$ cat config.mk
export PLATFORM = sky130hd
export DESIGN_NAME = hamming_secded_decoder
export DESIGN_NICKNAME = d
export VERILOG_FILES = /design/src/rtl/hamming_pkg.sv /design/src/rtl/secded_decode.sv /design/src/rtl/hamming_secded_decoder.sv
export SDC_FILE = /design/constraint.sdc
export NUM_CORES = 1
export LEC_CHECK = 0
export ABC_AREA = 1
export ABC_CLOCK_PERIOD_IN_PS = 1800
export BUFFER_PORTS_ARGS = -buffer_cell sky130_fd_sc_hd__buf_2
export CAP_MARGIN = 30
export CELL_PAD_IN_SITES_DETAIL_PLACEMENT = 1
export CELL_PAD_IN_SITES_GLOBAL_PLACEMENT = 1
export CORE_ASPECT_RATIO = 0.9
export CORE_MARGIN = 10
export CORE_UTILIZATION = 40
export CTS_BUF_LIST = sky130_fd_sc_hd__clkbuf_8
export DETAILED_ROUTE_END_ITERATION = 12
export MAX_ROUTING_LAYER = met4
export PLACE_DENSITY_LB_ADDON = 0.15
export SYNTH_ARGS = -nofsm -noshare
export SYNTH_HDL_FRONTEND = slang
export SYNTH_HIERARCHICAL = 1
export SYNTH_SLANG_ARGS = --single-unit
export TNS_END_PERCENT = 10
$ cat constraint.sdc
create_clock -name Clk -period 1.8 [get_ports Clk]
set_input_delay 0 -clock Clk [delete_from_list [all_inputs] [get_ports Clk]]
set_output_delay 0 -clock Clk [all_outputs]
set_load 0.01 [all_outputs]
$ cat src/rtl/hamming_pkg.sv
// Shared types and constants for the SECDED receive path: FSM states, status
// flag encodings and the bit layout of the 16-bit encoded word.
package hamming_pkg;

  typedef enum logic [2:0] {
    S_IDLE,
    S_RD_LO,
    S_RD_HI,
    S_CAPT,
    S_DEC,
    S_WR_LO,
    S_WR_HI,
    S_DONE
  } state_t;

  localparam logic [1:0] F_OK  = 2'b00;
  localparam logic [1:0] F_SEC = 2'b01;
  localparam logic [1:0] F_DED = 2'b10;

  localparam int WORD_W       = 16;
  localparam int POS_D1       = 3;
  localparam int POS_D4_2_LO  = 5;
  localparam int POS_D4_2_HI  = 7;
  localparam int POS_D11_5_LO = 9;
  localparam int POS_D11_5_HI = 15;

  // Gathers d11..d1 out of the interleaved code word, d1 landing in bit 1.
  function automatic logic [11:1] extract_data(input logic [WORD_W-1:0] w);
    return {w[POS_D11_5_HI:POS_D11_5_LO], w[POS_D4_2_HI:POS_D4_2_LO], w[POS_D1]};
  endfunction

endpackage

$ cat src/rtl/secded_decode.sv
// Combinational SECDED decode of one 16-bit word: syndrome plus overall
// parity pick between pass-through, single-bit correction and double-error flag.
module secded_decode
  import hamming_pkg::*;
(
  input  logic [15:0] w,
  output logic [11:1] d,
  output logic [1:0]  f
);

  logic [3:0]  syn;
  logic        par;
  logic [15:0] fixed;

  always_comb begin
    syn = '0;
    for (int k = 1; k < WORD_W; k++) begin
      if (w[k]) syn ^= 4'(k);
    end
    par   = ^w;
    fixed = w;
    f     = F_OK;
    // A zero syndrome with odd parity means p0 itself flipped; toggling bit 0 leaves data intact.
    if (par) begin
      f          = F_SEC;
      fixed[syn] = ~w[syn];
    end else if (syn != 4'd0) begin
      f = F_DED;
    end
    d = extract_data(fixed);
  end

endmodule

$ cat src/rtl/hamming_secded_decoder.sv
// Memory-attached SECDED decoder: walks NUM_MSG encoded words, decodes each
// and writes back the 11-bit data with a 2-bit status in the top byte.
module hamming_secded_decoder
  import hamming_pkg::*;
#(
  parameter int NUM_MSG  = 15,
  parameter int SRC_BASE = 30,
  parameter int DST_BASE = 0,
  parameter int ADDR_W   = 8
) (
  input  logic              Clk,
  input  logic              Reset_n,
  input  logic              Req,
  output logic              Done,
  output logic [ADDR_W-1:0] Mem_addr,
  output logic              Mem_wr_en,
  output logic [7:0]        Mem_wdata,
  input  logic [7:0]        Mem_rdata
);

  localparam int              IDX_W    = (NUM_MSG > 1) ? $clog2(NUM_MSG) : 1;
  localparam logic [IDX_W-1:0] LAST_IDX = IDX_W'(NUM_MSG - 1);

  state_t            state;
  state_t            next_state;
  logic [IDX_W-1:0]  index;
  logic [7:0]        word_lo;
  logic [7:0]        word_hi;
  logic [11:1]       dec_d;
  logic [1:0]        dec_f;
  logic [11:1]       dec_data;
  logic [1:0]        dec_flag;
  logic              accept;
  logic [ADDR_W-1:0] src_addr;
  logic [ADDR_W-1:0] dst_addr;

  assign accept   = ((state == S_IDLE) || (state == S_DONE)) && Req;
  assign src_addr = ADDR_W'(SRC_BASE) + ADDR_W'({index, 1'b0});
  assign dst_addr = ADDR_W'(DST_BASE) + ADDR_W'({index, 1'b0});

  secded_decode u_decode (
    .w (({word_hi, word_lo})),
    .d (dec_d),
    .f (dec_f)
  );

  always_ff @(posedge Clk or negedge Reset_n) begin
    if (!Reset_n) state <= S_IDLE;
    else          state <= next_state;
  end

  always_comb begin
    next_state = state;
    case (state)
      S_IDLE, S_DONE: if (Req) next_state = S_RD_LO;
      S_RD_LO:        next_state = S_RD_HI;
      S_RD_HI:        next_state = S_CAPT;
      S_CAPT:         next_state = S_DEC;
      S_DEC:          next_state = S_WR_LO;
      S_WR_LO:        next_state = S_WR_HI;
      S_WR_HI:        next_state = (index == LAST_IDX) ? S_DONE : S_RD_LO;
      default:        next_state = S_IDLE;
    endcase
  end

  // Read data trails the address by one cycle, so each byte is captured in the state after its address.
  always_comb begin
    Mem_addr  = '0;
    Mem_wr_en = 1'b0;
    Mem_wdata = '0;
    case (state)
      S_RD_LO: Mem_addr = src_addr;
      S_RD_HI: Mem_addr = src_addr + ADDR_W'(1);
      S_WR_LO: begin
        Mem_addr  = dst_addr;
        Mem_wr_en = 1'b1;
        Mem_wdata = dec_data[8:1];
      end
      S_WR_HI: begin
        Mem_addr  = dst_addr + ADDR_W'(1);
        Mem_wr_en = 1'b1;
        Mem_wdata = {dec_flag, 3'b000, dec_data[11:9]};
      end
      default: ;
    endcase
  end

  always_ff @(posedge Clk or negedge Reset_n) begin
    if (!Reset_n) begin
      index    <= '0;
      Done     <= 1'b0;
      word_lo  <= '0;
      word_hi  <= '0;
      dec_data <= '0;
      dec_flag <= F_OK;
    end else begin
      if (accept) begin
        index <= '0;
        Done  <= 1'b0;
      end else begin
        if (state == S_DONE) Done <= 1'b1;
        if ((state == S_WR_HI) && (index != LAST_IDX)) index <= index + IDX_W'(1);
      end
      if (state == S_RD_HI) word_lo <= Mem_rdata;
      if (state == S_CAPT)  word_hi <= Mem_rdata;
      if (state == S_DEC) begin
        dec_data <= dec_d;
        dec_flag <= dec_f;
      end
    end
  end

endmodule

* Word-level counts from Yosys, hierarchy flattened
Cells that the tools add are included.
** Word-level totals
- Bits in registers :: 37
- Input port bits :: 11
- Output and inout port bits :: 18
- Word-level logic and storage cells :: 82
** Operators by class
- $add $sub $neg :: 4
- Order comparisons :: 2
- Equal/unequal tests :: 10
- Mux-type cells :: 33
- Bitwise operators :: 15
- Reduce and logical (&&, ||, !) cells :: 11
** Operator list (count)
- $mux 4 :: 10
- $pmux 7 s4 :: 1
- $pmux 3 s7 :: 1
- $mux 3 :: 6
- $bwmux 16 :: 1
- $mux 16 :: 1
- $pmux 8 s2 :: 1
- $reduce_xor 16->1 :: 1
- $eq 3x3->1 const B :: 4
- $not 2->2 :: 6
- $not 3->3 :: 4
- $mux 2 :: 4
- $add 6x1->7 const B :: 1
- $add 5x1->6 const B :: 1
- $add 5x5->6 const A :: 1
- $eq 3x2->1 const B :: 2
- $mux 1 :: 6
- $lt 4x5->1 const B :: 1
- $add 4x1->4 const B :: 1
- $bmux 1 s4 :: 1
- $demux 1 s4 :: 1
- $eq 4x4->1 const B :: 1
- $ge 4x1->1 const B :: 1
- $ne 4x4->1 const B :: 1
- other kinds (11) :: 17

* Longest topological paths before layout
- Depth in word-level cells :: 32
- Gate-level depth with buffers :: 21
- Gate-level depth less buffers :: 20

* By module
Netlist, hierarchy kept.
** By module, submodules not included
- hamming_secded_decoder :: instances 1, cells each 220, area each 1870.5 um2, sequential area each 925.9 um2
- secded_decode :: instances 1, cells each 202, area each 1013.5 um2, sequential area each 0.0 um2

* Least setup slack after synthesis
OpenSTA, ideal clock, no wires.
- Path kind :: reg2reg
- From :: register word_hi[7]
- To :: register dec_data[4] (netlist name)
- Setup time :: 0.123 ns
- Data arrival time :: 1.826 ns
- Required time :: 1.677 ns
- Slack :: -0.149 ns
- Cell stages (with the launch flop) :: 20
- Path buffers :: 1
- Period minus slack after synthesis :: 1.949 ns
- Cell sequence :: dfrtp_1 -> nor2_1 -> inv_2 -> nand2_2 -> nand2_1 -> nand2_1 -> nand2_1 -> nand2_4 -> nor2_1 -> a21oi_2 -> nand3_1 -> nand2_1 -> inv_1 -> nand2_1 -> buf_6 -> nand3_1 -> nand2_1 -> inv_1 -> nor2_1 -> a21oi_1
** Between the ends
- Longest elaborated chain between the ends :: 7
- Elaborated cells on any way between the ends :: 12
- Those cells by class :: 2 x order compare; 7 x mux; 1 x bitwise; 2 x reduce/logical
** RTL lines
- from (decl) :: RTL line hamming_secded_decoder.sv:28 : logic [7:0] word_hi;
- from (signal assigned) :: RTL line hamming_secded_decoder.sv:105 : if (state == S_CAPT) word_hi <= Mem_rdata;
- $mux 4 :: RTL line secded_decode.sv:18 : if (w[k]) syn ^= 4'(k);
- $lt 4x5->1 (not written as such) or $ge 4x1->1 (tied branches) :: RTL line secded_decode.sv:26 : fixed[syn] = ~w[syn];
- $logic_and 1x1->1 (not written as such) :: RTL line secded_decode.sv:26
- $mux 1 (not written as such) :: RTL line secded_decode.sv:26
- $demux 1 s4
- $bwmux 16 :: RTL line secded_decode.sv:26
- $mux 16 (*) :: RTL line secded_decode.sv:24 : if (par) begin
- named net dec_d, one bit :: RTL line hamming_secded_decoder.sv:29 : logic [11:1] dec_d;
- to (signal assigned) :: RTL line hamming_secded_decoder.sv:94 : dec_data <= '0;
- to (signal assigned) :: RTL line hamming_secded_decoder.sv:107 : dec_data <= dec_d;
- to (decl) :: RTL line hamming_secded_decoder.sv:31 : logic [11:1] dec_data;
The timed path passes the listed nets; every way through them passes the cells marked *. The select of a mux whose other input is x is not followed.
A chain may end at the register's enable or synchronous reset.

* Final worst setup path
- From :: register word_hi[1]
- To :: register dec_data[8] (netlist name)
** Between the ends
- Longest elaborated chain between the ends :: 19
- Elaborated cells on any way between the ends :: 24
- Those cells by class :: 2 x order compare; 13 x mux; 7 x bitwise; 2 x reduce/logical
** RTL lines (RTL line)
- $mux 4 :: secded_decode.sv:18
- $not 2->2 (no source line)
- $mux 4 :: secded_decode.sv:18
- $not 3->3 (no source line)
- $mux 4 :: secded_decode.sv:18
- $not 2->2 (no source line)
- $mux 4 :: secded_decode.sv:18
- $not 3->3 (no source line)
- [4 not listed]
- $mux 4 :: secded_decode.sv:18
- $lt 4x5->1 (not written as such) or $ge 4x1->1 (tied branches) :: secded_decode.sv:26
- $logic_and 1x1->1 (not written as such) :: secded_decode.sv:26
- $mux 1 (not written as such) :: secded_decode.sv:26
- $demux 1 s4
- $bwmux 16 :: secded_decode.sv:26
- $mux 16 (*) :: secded_decode.sv:24
- named net dec_d, one bit :: hamming_secded_decoder.sv:29
Marked as above.

==> results.md <==
* Core area at 0.007039 mm2
* Crit path DAT at 2.61 ns
* GR Util All Layers at 18.95%
* Worst EP required at between 2 and 2.5 ns
* Avg Cell Area, Syn at 6.834 um2
* Tmin final at between 2 and 2.5 ns
* Largest net degree at the start of global routing at 18
* Fin. Hold Viols at 0
* Fin. max-slew vios at 0
* DIE AREA at 0.01101 mm2
* RSZ-0062 raised after global routing: true
* Clk Latency, worst-skew pair at ~0.30 ns
* CTS Root Cell: clkbuf_8
* Kind of critical path: register to register
* DR top layer: met4
* Number of buffers on the longest clock path at 2
* Share of synthesized registers carrying an async set or reset at 100.0%
* Antenna violations before repair at 0
* Mux contribution to synthesized area at 0%
* # diodes at 0
* Synth Area in XOR/XNOR at approximately 5.4%
* ANT nets after route at 0
* Startpoint Class: register
* DIE WIDTH at 109.5 um
* Period utilization at 131.1%
* WL met3 at ~400 um
* Total negative slack at -6.046 ns
* CP max FO at 6
* Simple-Gate Fraction of Synth Area at approximately two fifths
* Met2 wire length at between 5 and 6 mm
* Die Ht at around 100 um
* Post-synth top area cell: dfrtp_1
* Final setup margin at -0.5605 ns
* Fmax at 423.6 MHz
* Clock skew at 0.01329 ns
* Synth unique cells at 34
* Top cells by area, synth: dfrtp_1, nand2_1, nand3_1, inv_1, o21ai_2
* Complex-gate fraction of the synthesized area at under 10%
* IO Pins at 29
* Critical path endpoint category: register
* Gr ovfl total at 0
* Std cell rows at 29
* Vias/cell at between 5 and 6
* Post-route DRC violation count at 0
* Total of max-cap violations at 0
* Yosys top cell area share at about a third
* Most frequent cells in the layout: nand2_1, buf_4, inv_1, nand3_1, dfrtp_1
* Vias at 3157
* Synth warn at 6
* CTS buffer count at 5
* Post-Syn Area at between 0.002 and 0.003 mm2
* Detailed Route Iter0 Violations at between 100 and 150
* Layout area overhead at 38.66%
* Synth Area in Adders at under 10%
* Hpwl dp at 6.902 mm
* TritonCTS clock tree: yes
* Yosys reg bits at 37
* Post-synth EDFFs at 0
* Layout cells sized above 1 at between 40% and 50%
* Largest family of logic cells by synthesized area: simple AND/OR/NAND/NOR gates
* Routed wire length at 10.53 mm
* GPL Wtd Cong at between 0.8 and 0.9
* Metal-1 WL at between 4 and 5 mm
* Starting density of the core at 40.97%
* Primary FF master, synth: dfrtp_1
* First-pass GRT wire length at around 16 mm
* H-Tree Depth at 2
* Vias in the first global route at 3267
* Wire per inst at 17.41 um
* Hold Crit Class: primary input to register
* Commonest non-fill, non-tap cell in the layout: nand2_1
* DRT Pass-1 Iters at 4
* Failing checks: negative setup slack
* Seq/Total Area, Yosys at between 30% and 40%
* Final setup vio count at 13
* Status: finished with violations
* Hold WS at roughly 0.011 ns
* Core Util, Final at a little under three fifths
* IO buf count at 26
* Clock sink count at 37
* Final nets at between 500 and 600
* Clk slew on worst S/H paths at 0.09 ns
* Synthesized instance count at 422
## cells by family after synthesis
family                   after synthesis
XOR/XNOR                              14
buffers and inverters                 77
adder cells (fa/ha/maj)                3
flip-flops                            37
AO/OA/AOI/OAI                         36
AND/OR/NAND/NOR                      254
other                                  1
## worst paths after layout
kind,cells past startpoint,from,slack [ns],endpoint
min in group asynchronous,2,Reset_n,0.10,word_lo[0]
max in group asynchronous,3,Reset_n,1.16,word_hi[7]
hold / removal,3,Mem_rdata[6],0.01,word_hi[6]
hold reg to reg,2,dec_data[9],0.48,dec_data[9]
setup / recovery,13,word_hi[1],-0.56,dec_data[8]
setup reg to reg,13,word_hi[1],-0.56,dec_data[8]
## final cells by class
cell class | count | area, um2
Clock buffer | 5 | 68.82
Clock inverter | 3 | 42.54
Fill cell | 919 | 3040
Inverter | 65 | 249.0
Multi-Input combinational cell | 310 | 1897
Sequential cell | 37 | 934.6
Tap cell | 93 | 116.4
Timing Repair Buffer | 92 | 690.7
## what timing repair did
action,4_1_cts,5_1_grt
pin swaps,12,18
endpoints found under the setup margin,13,13
buffers inserted,8,6
endpoints found under the hold margin,50,0
hold buffers,8,0
gates cloned,1,1
resized for setup,37,28
## cell usage after synthesis (all sizes together), types with 2 or more instances
master and n:
nand3b 2, xnor2 10, nor3 3, nand2 156
inv 64, buf 12, nor2 32, nand4 4
ha 3, or2 4, xor2 4, a21oi 5
nand3 52, o21ai 30, dfrtp 37
## routing by layer
metal | GRT usage [%] | up-vias
met2 | 30.98 | 79
met1 | 23.48 | 1568
met5 | - | -
li1 | - | 1483
met3 | 2.941 | 27
met4 | 5.800 | 0
## worst max-delay path, cell delays in order (launching register included)
cell and delay [ns]:
dfrtp_1 0.44, buf_4 0.17, xnor2_2 0.31, xnor2_4 0.13
xnor2_2 0.25, inv_2 0.10, nor2_4 0.18, nand2_4 0.10
nor3_4 0.23, or2_1 0.16, nand2_2 0.06, inv_2 0.05
nand3_2 0.07, nand2_1 0.07
## state kept, by name, summed over array words and instances, names as in the netlist
| register | cells |
|---|---|
| dec_flag | 2 |
| Done | 1 |
| index | 4 |
| dec_data | 11 |
| word_lo | 8 |
| word_hi | 8 |
| state | 3 |
## metrics by stage
step	worst slack (ns)	instance area, um2	cells
floorplan	-0.09633	2915	423
global placement	-0.3944	3403	573
detailed placement	-0.4880	3403	573
CTS	-0.3911	3834	598
global route	-0.7089	3999	605
finish	-0.5605	3999	605
Power is left out: the tool's default activity adds up to more than one toggle a clock period on the data nets, which glitch-free logic cannot reach.
